`src/rtl/pipe_adder.sv`:
```
// Pipelined add/subtract unit with valid/ready handshake on both sides.
// The operands are split into STAGES equal chunks; stage k adds chunk k and
// hands its carry to stage k+1. Operand chunks not yet consumed travel in
// skew registers, and finished low chunks of the sum travel alongside them.
// The whole pipe freezes as one when the consumer back-pressures.
module pipe_adder #(
  parameter int WIDTH  = 32,
  parameter int STAGES = 2
) (
  input  logic             clk,
  input  logic             rst_n,
  input  logic             in_valid,
  output logic             in_ready,
  input  logic [WIDTH-1:0] in_a,
  input  logic [WIDTH-1:0] in_b,
  input  logic             in_sub,
  input  logic             in_cin,
  output logic             out_valid,
  input  logic             out_ready,
  output logic [WIDTH-1:0] out_sum,
  output logic             out_cout,
  output logic             out_ovf,
  output logic             out_zero
);

  localparam int CW = WIDTH / STAGES;

  logic             stall;
  logic [WIDTH-1:0] b_eff;
  logic             c0;

  // Chunk adder: CW-bit add with carry-in, carry-out in the top bit.
  function automatic logic [CW:0] add_chunk(input logic [CW-1:0] a,
                                            input logic [CW-1:0] b,
                                            input logic          ci);
    add_chunk = {1'b0, a} + {1'b0, b} + {{CW{1'b0}}, ci};
  endfunction

  // Two's-complement overflow from the sign bits of both addends and the result.
  function automatic logic ovf_flag(input logic a_sign,
                                    input logic b_sign,
                                    input logic s_sign);
    ovf_flag = (a_sign == b_sign) && (s_sign != a_sign);
  endfunction

  // A stalled output freezes everything; in_ready never looks at in_valid.
  assign stall    = out_valid & ~out_ready;
  assign in_ready = ~stall;

  // Subtraction is A + ~B + 1; the carry-in is ignored in that case.
  assign b_eff = in_sub ? ~in_b : in_b;
  assign c0    = in_sub | in_cin;

  for (genvar k = 0; k < STAGES; k++) begin : g_stage
    // Operand bits still pending at the input of this stage (chunk k and up).
    localparam int OPW = WIDTH - k * CW;

    logic [OPW-1:0]        a_in;
    logic [OPW-1:0]        b_in;
    logic                  c_in;
    logic                  v_in;
    logic [CW:0]           chunk;
    logic [(k+1)*CW-1:0]   s_nxt;
    logic                  vld_p;
    logic                  c_p;
    logic [(k+1)*CW-1:0]   s_p;

    if (k == 0) begin : g_head
      assign a_in  = in_a;
      assign b_in  = b_eff;
      assign c_in  = c0;
      assign v_in  = in_valid;
      assign s_nxt = chunk[CW-1:0];
    end else begin : g_link
      assign a_in  = g_stage[k-1].g_skew.a_p;
      assign b_in  = g_stage[k-1].g_skew.b_p;
      assign c_in  = g_stage[k-1].c_p;
      assign v_in  = g_stage[k-1].vld_p;
      assign s_nxt = {chunk[CW-1:0], g_stage[k-1].s_p};
    end

    assign chunk = add_chunk(a_in[CW-1:0], b_in[CW-1:0], c_in);

    // ---- stage k register: valid, carry and the sum chunks finished so far
    always_ff @(posedge clk or negedge rst_n) begin
      if (!rst_n) begin
        vld_p <= 1'b0;
        c_p   <= 1'b0;
        s_p   <= '0;
      end else if (!stall) begin
        vld_p <= v_in;
        c_p   <= chunk[CW];
        s_p   <= s_nxt;
      end
    end

    if (k < STAGES - 1) begin : g_skew
      logic [OPW-CW-1:0] a_p;
      logic [OPW-CW-1:0] b_p;

      // Skew registers: carry the not-yet-added upper operand chunks forward.
      always_ff @(posedge clk or negedge rst_n) begin
        if (!rst_n) begin
          a_p <= '0;
          b_p <= '0;
        end else if (!stall) begin
          a_p <= a_in[OPW-1:CW];
          b_p <= b_in[OPW-1:CW];
        end
      end
    end else begin : g_tail
      logic ovf_p;
      logic zero_p;

      // Final-stage flags, registered together with the assembled sum.
      always_ff @(posedge clk or negedge rst_n) begin
        if (!rst_n) begin
          ovf_p  <= 1'b0;
          zero_p <= 1'b0;
        end else if (!stall) begin
          ovf_p  <= ovf_flag(a_in[OPW-1], b_in[OPW-1], chunk[CW-1]);
          zero_p <= (s_nxt == '0);
        end
      end
    end
  end

  assign out_valid = g_stage[STAGES-1].vld_p;
  assign out_sum   = g_stage[STAGES-1].s_p;
  assign out_cout  = g_stage[STAGES-1].c_p;
  assign out_ovf   = g_stage[STAGES-1].g_tail.ovf_p;
  assign out_zero  = g_stage[STAGES-1].g_tail.zero_p;

endmodule

```
`config.mk`:
```
export PLATFORM = sky130hd
export DESIGN_NAME = pipe_adder
export DESIGN_NICKNAME = d
export VERILOG_FILES = /design/src/rtl/pipe_adder.sv
export SDC_FILE = /design/constraint.sdc
export NUM_CORES = 1
export LEC_CHECK = 0
export CAP_MARGIN = 40
export CORE_MARGIN = 1.5
export CORE_UTILIZATION = 55
export DETAILED_ROUTE_END_ITERATION = 10
export DONT_BUFFER_PORTS = 1
export PLACE_DENSITY = 0.78
export SLEW_MARGIN = 30
export SYNTH_ARGS = -nofsm -noshare
export SYNTH_HDL_FRONTEND = slang
export SYNTH_SLANG_ARGS = --single-unit
```
`constraint.sdc`:
```
create_clock -name clk -period 5 [get_ports clk]
set_clock_uncertainty 0.15 [all_clocks]
set_input_delay 0.5 -clock clk [delete_from_list [all_inputs] [get_ports clk]]
set_output_delay 0.5 -clock clk [all_outputs]
set_load 0.03 [all_outputs]
```
==> results by group <==
Power
  • Lkg Pwr: 2.377 nW
  • Peak supply drop: 0.1802 mV
  • PD cells: 487.0 nW/um^2

Yosys
  • Synth Cell Area: between 4000 and 5000 um^2
  • Post-synthesis sequential area ratio: 44.57%
  • Gate Count Post-Synth: 540
  • Ys flop type: dfrtp_1
  • Yosys reg bits: 86
  • EDFF count, synth: 0
  • Unique cell type count in the Yosys netlist: 42
  • Synth warn: 0
  • Post-synth ARST share: between 90% and 100%
  • Syn avg cell area: 8.941 um^2
  • Mapped Nets: 644

Min path
  • Hold WC Path Type: in2reg
  • Worst Hold End: g_stage[0].g_skew.a_p[9]
  • Hold Crit Depth: 2
  • Hold path startpoint: in_a[25]

Global route
  • All-Layer GR Usage: a little under a quarter
  • Number of global-route vias before repair: 3652
  • GR Overflow Total: 0
  • First-pass GRT wire length: around 18 mm
  • Largest net degree at the start of global routing: 107
  • Initial antenna violation count: 0

STA
  • Setup TNS: 0 ns
  • Slew Limit Fails: 0
  • Setup-failing EPs final: 0
  • Max Freq: 304.5 MHz
  • Final Hold Slack: ~0.10 ns
  • Max transition margin: around 52%
  • RSZ-0062 raised after global routing: false
  • Final Cycle Share: between 60% and 70%
  • Final number of hold-violating endpoints: 0
  • Final min period: 3.284 ns
  • Tightest Pin Transition: approximately 0.72 ns

Setup path
  • Buf/Inv on CP: 0
  • R2R depth: 10
  • Crit-path max FO: 3
  • Worst R2R End: out_zero
  • CP Data Arrival Time: roughly 3.4 ns
  • Crit-path max cell delay: 0.49 ns
  • CP startpoint kind: register
  • Critical path's top delay family: compound AO/OA/AOI/OAI gates
  • Required time of the critical path: ~5.1 ns
  • CP endpoint kind: register
  • CP Cell Sequence: fa_1, fa_1, a211oi_1, o21ai_0, and4_1, nor2_1, nor2_1, o21a_1, o31ai_1, a32o_1
  • Slowest library cell on the worst path: fa_1
  • Worst R2R Start: g_stage[0].c_p
  • Crit Path Category: reg2reg
  • Worst reg-to-reg setup slack: 1.72 ns

Routing
  • Post-DRT Antenna Nets: 0
  • Vias per std cell: 5.643
  • DRT iter0 DRCs: 129
  • DRC: 0
  • Routed vias: 3634
  • WL final: 10.35 mm
  • DR WL/cell: 16.07 um
  • DRT Pass-1 Iters: 4

Finish
  • Cell area after layout: 5176 um^2
  • Share of cells above drive strength 1: 5.751%
  • Nets: between 600 and 700
  • Syn-to-layout area delta: 7.204%
  • N_diodes: 0

Place
  • HPWL after detailed placement: 7.553 mm
  • Number of port buffers: 0
  • Placed Area: 4900 um^2
  • Final GP Congestion: 0.9339

Die
  • Initial Util: 57.89%
  • I/O pins: 107
  • Die span in x: 96.70 um
  • DIE HEIGHT: 96.70 um
  • Core box area: 8341 um^2
  • Row cnt: 33
  • Die ar.: 9350 um^2

CTS
  • CTS max path bufs: 2
  • Root Buffer: clkbuf_8
  • CTS tree: built
  • Total CTS buffers: 9
  • CTS sink count: 86
  • Post-CTS Setup Inserts: 0
  • Htree depth: 3
  • Clock Latency Late Sink: 0.35 ns
  • Clock transition at the registers of the reported paths: 0.09 ns

Flow run
  • Max Cap Viol: 0

Outcome
  • Run status: finished, final reports clean
## worst register-to-register path, cell delays in order, from the launching register on
cell	delay [ns]
dfrtp_1	0.43
fa_1	0.49
fa_1	0.44
a211oi_1	0.33
o21ai_0	0.21
and4_1	0.22
nor2_1	0.23
nor2_1	0.07
o21a_1	0.17
o31ai_1	0.27
a32o_1	0.22
## cell type report
class                      count  area, um^2
inverter                      10       37.54
sequential                    86        2152
clock inverter                 7       95.09
tap                          105       131.4
multi-input combinational    422        2564
timing repair buffer           5       72.57
clock buffer                   9       123.9
fill                         722        3164
## worst max-delay path by stage
stage / end / startpoint / depth (start not counted)
6_report: out_zero / g_stage[0].c_p / 10
5_1_grt: out_zero / g_stage[0].c_p / 10
4_1_cts: out_zero / g_stage[0].c_p / 10
3_5_place_dp: g_stage[0].s_p[14] / in_sub / 11
3_3_place_gp: g_stage[0].s_p[14] / in_sub / 11
2_1_floorplan: g_stage[0].c_p / in_sub / 13
## metrics by stage
step	std cells	utilization, %	power [mW]	setup slack, ns
detailed placement	625	58.75	1.981	1.462
CTS	643	61.82	2.539	1.690
finish	644	62.06	2.521	1.716
global placement	625	58.75	1.953	1.577
global route	644	62.06	2.684	1.438
floorplan	540	-	1.796	1.204
## cell families (layout without fill, tap and decap cells)
family | count (synthesis) | after routing | share of synthesized area (%)
DFF | 86 | 86 | 44.57
buffers and inverters | 32 | 31 | 2.488
adders and majority gates | 34 | 34 | 9.433
xor gates and xnor gates | 59 | 59 | 10.70
and+or+nand+nor | 218 | 218 | 18.76
muxes | 3 | 3 | 0.6996
AOI/OAI and AO/OA | 108 | 108 | 13.35
## per-layer routing
metal | wire [um] | GRT usage (%) | up-vias
met5 | 0 | 0 | -
met4 | 306 | 9.810 | 0
met3 | 553 | 4.552 | 18
met2 | 5045 | 37.71 | 106
met1 | 4445 | 29.69 | 1713
li1 | - | - | 1797
## power by group
part | internal [mW] | switching, mW | total (mW)
clock network | 0.283 | 0.253 | 0.536
logic | 0.296 | 0.403 | 0.699
registers | 0.891 | 0.395 | 1.29
## cells in the final DEF (no fill, tap or decap), types with 3 or more instances in the layout
cell and n:
nand2_1 155, dfrtp_1 86, o21ai_0 44, xnor2_1 35, nor2_1 31, ha_1 30
a21oi_1 28, xor2_1 24, inv_1 9, o21bai_1 9, clkbuf_8 9, nor3_1 6
a21o_1 6, a211oi_1 5, nand3_1 5, nor4_1 5, nand4_1 4, fa_1 4
nand2b_1 3, o31ai_1 3, a31oi_1 3, mux2_2 3
## synthesized netlist by cell type (2+ instances only)
master	instances	area share, %
xnor2_1	35	6.3
nor4_1	5	0.65
nor3_1	6	0.62
nand2b_1	3	0.39
a31oi_1	3	0.39
nand3_1	5	0.52
o21ai_0	44	4.6
nand2_1	155	12
ha_1	30	7.8
a21oi_1	28	2.9
nor2_1	31	2.4
nand4_1	4	0.52
o21bai_1	9	1.4
dfrtp_1	86	45
clkbuf_1	19	1.5
buf_1	3	0.23
inv_1	9	0.70
mux2_2	3	0.70
a21o_1	6	0.93
a211oi_1	5	0.78
or2_2	2	0.26
fa_1	4	1.7
xor2_1	24	4.4
o31ai_1	3	0.47
## sequential cells by signal, indices dropped and copies added (netlist names)
signal              count
g_stage.g_skew.a_p     16
out_sum                32
out_valid               1
g_stage.c_p             1
g_stage.g_skew.b_p     16
g_stage.vld_p           1
out_zero                1
out_ovf                 1
out_cout                1
g_stage.s_p            16
## repair_timing
action / in CTS / in global routing
hold buffers: 2 / 0
endpoints found under the hold margin: 86 / 0
resized for setup: 0 / 0
(Power assumes the default switching activity.)
